==> src/rtl/ctrl_loop_cnt_if.sv <==
// Control/status bundle for the nested loop counter.
// The master drives the events and bounds. The slave (the counter) returns counts and flags.
interface ctrl_loop_cnt_if #(
  parameter int NLEV = 2,
  parameter int W    = 9
);
  logic              valid_in;
  logic              cnt_load;
  logic              cnt_clear;
  logic              sat_mode;
  logic [NLEV*W-1:0] max_val;
  logic [NLEV*W-1:0] cnt_val;
  logic [NLEV-1:0]   last_lvl;
  logic [NLEV-1:0]   done_lvl;
  logic              done_all;
  logic              busy;

  modport master (
    output valid_in, cnt_load, cnt_clear, sat_mode, max_val,
    input  cnt_val, last_lvl, done_lvl, done_all, busy
  );

  modport slave (
    input  valid_in, cnt_load, cnt_clear, sat_mode, max_val,
    output cnt_val, last_lvl, done_lvl, done_all, busy
  );
endinterface

==> src/rtl/ctrl_loop_cnt.sv <==
// Programmable NLEV-level nested loop counter that counts accumulator-valid events.
// Level 0 is the innermost level. The counter can wrap or saturate after the full sequence.
module ctrl_loop_cnt #(
  parameter  int NLEV = 2,
  parameter  int MNO  = 288,
  localparam int W    = $clog2(MNO + 1)
) (
  input  logic           clk,
  input  logic           rst_n,
  ctrl_loop_cnt_if.slave bus
);

  localparam logic [W-1:0] ZERO_W = {W{1'b0}};
  localparam logic [W-1:0] ONE_W  = W'(1);
  localparam logic [W-1:0] MNO_W  = W'(MNO);

  logic [W-1:0]      cnt_r   [NLEV];
  logic [W-1:0]      bound_r [NLEV];
  logic              mode_r;
  logic              sat_r;
  logic [NLEV-1:0]   done_r;

  logic              programmed_s;
  logic              busy_s;
  logic              count_en_s;
  logic [NLEV-1:0]   last_s;
  logic [NLEV-1:0]   step_s;
  logic [NLEV-1:0]   wrap_s;
  logic [NLEV*W-1:0] cnt_flat_s;

  // A bound of zero means one iteration. Bounds above MNO are clamped, so bound-1 never underflows.
  function automatic logic [W-1:0] clamp_bound(input logic [W-1:0] v);
    logic [W-1:0] r;
    if (v == ZERO_W) begin
      r = ONE_W;
    end else if (v > MNO_W) begin
      r = MNO_W;
    end else begin
      r = v;
    end
    return r;
  endfunction

  // Carry chain: a level steps only when every inner level is on its last iteration.
  always_comb begin
    logic carry;
    programmed_s = (bound_r[0] != ZERO_W);
    busy_s       = programmed_s && !sat_r;
    count_en_s   = bus.valid_in && busy_s;
    last_s       = {NLEV{1'b0}};
    step_s       = {NLEV{1'b0}};
    wrap_s       = {NLEV{1'b0}};
    cnt_flat_s   = {(NLEV*W){1'b0}};
    carry        = count_en_s;
    for (int k = 0; k < NLEV; k++) begin
      last_s[k]             = programmed_s && (cnt_r[k] == (bound_r[k] - ONE_W));
      step_s[k]             = carry;
      wrap_s[k]             = carry && last_s[k];
      carry                 = carry && last_s[k];
      cnt_flat_s[k*W +: W]  = cnt_r[k];
    end
  end

  // Counter state: clear beats load, and load beats counting.
  always_ff @(posedge clk or negedge rst_n) begin
    if (!rst_n) begin
      for (int k = 0; k < NLEV; k++) begin
        cnt_r[k]   <= ZERO_W;
        bound_r[k] <= ZERO_W;
      end
      mode_r <= 1'b0;
      sat_r  <= 1'b0;
      done_r <= {NLEV{1'b0}};
    end else if (bus.cnt_clear) begin
      for (int k = 0; k < NLEV; k++) begin
        cnt_r[k] <= ZERO_W;
      end
      sat_r  <= 1'b0;
      done_r <= {NLEV{1'b0}};
    end else if (bus.cnt_load) begin
      for (int k = 0; k < NLEV; k++) begin
        bound_r[k] <= clamp_bound(bus.max_val[k*W +: W]);
        cnt_r[k]   <= ZERO_W;
      end
      mode_r <= bus.sat_mode;
      sat_r  <= 1'b0;
      done_r <= {NLEV{1'b0}};
    end else begin
      done_r <= wrap_s;
      if (wrap_s[NLEV-1] && mode_r) begin
        // Final wrap in saturate mode: every level already sits at bound-1, so hold it there.
        sat_r <= 1'b1;
      end else begin
        for (int k = 0; k < NLEV; k++) begin
          if (wrap_s[k]) begin
            cnt_r[k] <= ZERO_W;
          end else if (step_s[k]) begin
            cnt_r[k] <= cnt_r[k] + ONE_W;
          end else begin
            cnt_r[k] <= cnt_r[k];
          end
        end
      end
    end
  end

  assign bus.cnt_val  = cnt_flat_s;
  assign bus.last_lvl = last_s;
  assign bus.done_lvl = done_r;
  assign bus.done_all = done_r[NLEV-1];
  assign bus.busy     = busy_s;

endmodule

==> src/flat_wrapper.sv <==
// flat-port wrapper written by rule: the top's interface ports become plain ports
module ctrl_loop_cnt_flat 
#(
  parameter  int NLEV = 2,
  parameter  int MNO  = 288,
  localparam int W    = $clog2(MNO + 1)
)
  (clk, rst_n, bus_valid_in, bus_cnt_load, bus_cnt_clear, bus_sat_mode, bus_max_val, bus_cnt_val, bus_last_lvl, bus_done_lvl, bus_done_all, bus_busy);
  ctrl_loop_cnt_if #(.NLEV(NLEV), .W((9))) bus_i ();
  input  logic clk;
  input  logic rst_n;
  input wire logic [$bits(bus_i.valid_in)-1:0] bus_valid_in;
  input wire logic [$bits(bus_i.cnt_load)-1:0] bus_cnt_load;
  input wire logic [$bits(bus_i.cnt_clear)-1:0] bus_cnt_clear;
  input wire logic [$bits(bus_i.sat_mode)-1:0] bus_sat_mode;
  input wire logic [$bits(bus_i.max_val)-1:0] bus_max_val;
  output wire logic [$bits(bus_i.cnt_val)-1:0] bus_cnt_val;
  output wire logic [$bits(bus_i.last_lvl)-1:0] bus_last_lvl;
  output wire logic [$bits(bus_i.done_lvl)-1:0] bus_done_lvl;
  output wire logic [$bits(bus_i.done_all)-1:0] bus_done_all;
  output wire logic [$bits(bus_i.busy)-1:0] bus_busy;
  assign bus_i.valid_in = bus_valid_in;
  assign bus_i.cnt_load = bus_cnt_load;
  assign bus_i.cnt_clear = bus_cnt_clear;
  assign bus_i.sat_mode = bus_sat_mode;
  assign bus_i.max_val = bus_max_val;
  assign bus_cnt_val = bus_i.cnt_val;
  assign bus_last_lvl = bus_i.last_lvl;
  assign bus_done_lvl = bus_i.done_lvl;
  assign bus_done_all = bus_i.done_all;
  assign bus_busy = bus_i.busy;
  ctrl_loop_cnt #(.NLEV(NLEV), .MNO(MNO)) u_core (.clk(clk), .rst_n(rst_n), .bus(bus_i));
endmodule
==> config.mk <==
export PLATFORM = sky130hd
export DESIGN_NAME = ctrl_loop_cnt_flat
export DESIGN_NICKNAME = d
export VERILOG_FILES = /design/src/rtl/ctrl_loop_cnt_if.sv /design/src/rtl/ctrl_loop_cnt.sv /design/src/flat_wrapper.sv
export SDC_FILE = /design/constraint.sdc
export NUM_CORES = 1
export LEC_CHECK = 0
export ABC_AREA = 0
export CORE_MARGIN = 3
export CORE_UTILIZATION = 40
export CTS_BUF_LIST = sky130_fd_sc_hd__clkbuf_16
export CTS_CLUSTER_SIZE = 12
export DETAILED_ROUTE_END_ITERATION = 16
export MAX_ROUTING_LAYER = met4
export PLACE_DENSITY = 0.65
export REMOVE_ABC_BUFFERS = 1
export SKIP_LAST_GASP = 1
export SLEW_MARGIN = 20
export SYNTH_ARGS = -nofsm -noshare
export SYNTH_HDL_FRONTEND = slang
export SYNTH_SLANG_ARGS = --single-unit
==> constraint.sdc <==
create_clock -name clk -period 3.8 [get_ports clk]
set_clock_uncertainty 0.1 [all_clocks]
set_input_delay 0.57 -clock clk [delete_from_list [all_inputs] [get_ports clk]]
set_output_delay 0.57 -clock clk [all_outputs]
set_load 0.02 [all_outputs]
==> out/metrics.csv <==
metric,value,unit
cts.htree.levels,2,
synth_top_family_by_area,simple AND/OR/NAND/NOR gates,
final_cells,412,
crit_type,reg2out,
worstMarginPinSlew,0.869,ns
tns,0,ns
pwr-share-clk,0.353,
cp_max_fo,6,
clock_latency,0.28,ns
fmax,284,MHz
swShare,0.274,
synth-main-ff-cell,dfrtp_1,
synth-xor-area-share,0.0833,
max-cap-violations,0,
start_util,0.427,
grt_util_all_layers,0.175,
report.final.slew_viol_count,0,
grt_max_degree,41,
worst_ep_required_time,3.13,ns
n_antenna_cell,0,
hold_viol,0,
synthAdderAreaFrac,0.0191,
clk_pin_slew,0.05,ns
slowest_delay,0.60,ns
ys_types,60,
use_met1,0.240,
worstReg2RegEnd,u_core.bus.cnt_val[16]$_DFFE_PN0P_,
multi_input_area,1530,µm²
die_area,7540,µm²
num-fill-cells,557,
grtUsageMet3,0.0274,
p_int,0.000797,W
combPwrFrac,0.202,
rrSetupSlack,0.80,ns
vias,2263,
drive_above_1_share,0.0801,
path_common_cell,inv_1,
power.leakage,1.36,nW
grt_setup_unrepaired,false,
syn_area,2620,µm²
clock_path_buffers,2,
die_h,86.9,µm
synth-edff-count,0,
gp_congestion,0.840,
cts_tree,done,
design.core.area,6130,µm²
drc,0,
path_cells,inv_1 -> ha_1 -> nor3b_2 -> a21oi_1 -> nor4_1 -> o211ai_1 -> or2_2 -> inv_1 -> clkdlybuf4s50_1,
place_area,3150,µm²
total_power,0.00110,W
critPathCaptureType,output pin,
async_reset_ff_frac,1.00,
grt_pass1_wl,10300,µm
fin_area,3280,µm²
synth_compound_area_frac,0.193,
yosysSeqAreaShare,0.383,
cts_root_buffer,clkbuf_16,
synth.avg_cell_area,9.05,µm²
ys_warn_count,0,
clock_sinks,40,
crit_start,u_core.bound_r[9]$_DFFE_PN0P_,
rows,28,
die_w,86.9,µm
ant_nets,0,
area_delta_synth_final,25.5,%
path_buf_inv,3,
final_common_cell,clkdlybuf4s50_1,
post-route-period-util,0.926,
antenna_found_initial,0,
cp-start-kind,register,
synth_mux_area_frac,0.0244,
period_minus_slack,3.52,ns
grt_pass1_vias,2156,
drt_iter0_markers,98,
p_sw,0.000302,W
synthCells,289,
maxSlewHeadroom,0.420,
pwr-share-seq,0.445,
finalSetupViolations,0,
avgViaCountPerCell,5.49,
cp.depth,9,
io_buffers,47,
status,"complete, no violations",
hp-class,in2async,
drt-total-wl,5820,µm
post_drt_wl_per_cell,14.1,µm
p_per_area,335,nW/µm²
ys_seq_elements,40,
hpwl,4460,µm
gr-total-overflow,0,
nNetsFinal,365,
seqCellArea,1000,µm²
ios,48,
utilization,0.535,
crit_family,simple AND/OR/NAND/NOR gates,
met2_usage,0.266,
arrival,2.85,ns
ir_drop,175,µV
cts_hold_buf,0,
drt_pre_antenna_iters,4,
grt.busiest_layer,met2,
dp.cells,405,
cts_made_buffers,5,
mostFrequentLayoutCells,"45 x clkdlybuf4s50_1, 40 x dfrtp_1, 27 x nor2_1, 23 x nand2_1, 17 x o21ai_0",
rr_worst_depth,10,
synth-simple-area-share,0.267,
cp-endpoint,bus_last_lvl[0],
slowest_stage,clkdlybuf4s50_1,
regToRegStartpoint,u_core.bound_r[9]$_DFFE_PN0P_,
==> state kept, by name (all words and copies together), names as in the netlist <==
signal,cells
u_core.bus.done_lvl,2
u_core.bound_r,18
u_core.bus.cnt_val,18
u_core.sat_r,1
u_core.mode_r,1
==> worst register-to-register path, cell delays in order, from the launching register on <==
cell      delay [ns]
dfrtp_1         0.43
inv_1           0.08
ha_1            0.18
nor3b_2         0.25
a21oi_1         0.10
nor4_1          0.29
o211ai_1        0.20
nor3_1          0.44
a21oi_2         0.24
or4b_1          0.55
nand2_1         0.08
==> power by group through the flow <==
stage	Combinational, W	Sequential [W]	Clock, W
2_1_floorplan	0.000153	0.000489	0
3_3_place_gp	0.000220	0.000496	0
3_5_place_dp	0.000223	0.000498	0
4_1_cts	0.000224	0.000490	0.000399
5_1_grt	0.000249	0.000496	0.000415
6_report	0.000222	0.000489	0.000388
==> area by class of cell <==
class                      count  area share
inverter                      10      0.0114
clock inverter                 2     0.00229
multi-input combinational    231       0.467
sequential                    40       0.305
timing repair buffer          49       0.147
tap                           75      0.0286
clock buffer                   5      0.0381
==> worst min-delay path by stage <==
stage                              from                                end  slack (ns)  cells after the start
4_1_cts                           rst_n   u_core.bus.done_lvl[1]$_DFF_PN0_        0.35                      1
3_3_place_gp   u_core.sat_r$_DFFE_PN0P_           u_core.sat_r$_DFFE_PN0P_        0.39                      2
5_1_grt                           rst_n  u_core.bus.cnt_val[8]$_DFFE_PN0P_        0.39                      1
2_1_floorplan                     rst_n      u_core.bound_r[0]$_DFFE_PN0P_        0.17                      0
6_report                          rst_n  u_core.bus.cnt_val[3]$_DFFE_PN0P_        0.31                      1
3_5_place_dp   u_core.sat_r$_DFFE_PN0P_           u_core.sat_r$_DFFE_PN0P_        0.41                      2
==> repair_timing <==
item	4_1_cts	5_1_grt
resized for setup	0	1
setup endpoints to repair	0	1
buffers inserted	0	0
==> per-stage QoR <==
stage          setup WS, ns  hold slack [ns]
3_3_place_gp          0.410            0.394
3_5_place_dp          0.357            0.414
5_1_grt              0.0533            0.392
6_report              0.280            0.307
4_1_cts              0.0452            0.353
2_1_floorplan         0.963            0.174
==> Yosys cell counts, types with 3 or more instances <==
cell type	instances	area share
dfrtp_1	40	0.38
nor2_1	27	0.039
nand2_1	23	0.033
o21ai_0	17	0.033
a21oi_1	15	0.029
xnor2_1	14	0.047
nand3_1	11	0.021
inv_1	10	0.014
nand2b_1	10	0.024
xor2_1	9	0.030
a22o_1	7	0.023
o21a_1	7	0.020
nor3_1	6	0.011
or3_1	6	0.014
and2_1	5	0.012
and3_1	5	0.012
nor2b_1	5	0.012
a31oi_1	4	0.0096
clkbuf_1	4	0.0057
ha_1	4	0.019
or4_1	4	0.011
a32o_1	3	0.011
mux2_2	3	0.013
mux2i_1	3	0.011
nand4b_1	3	0.010
o211ai_1	3	0.0086
==> kinds of logic (layout without fill, tap and decap cells) <==
logic type      Yosys count  in the layout
buf+inv                  18             66
flops                    40             40
xor+xnor                 24             24
compound gates           73             73
simple gates            124            124
mux                       6              6
fa+ha+maj                 4              4
==> layer usage <==
layer  up-vias  routed length (µm)
met4         0                  75
met1      1057                2900
met3         5                 269
li1       1149                   -
met2        52                2570
met5         -                   0
Note: power is estimated with default switching activity, not from simulation.
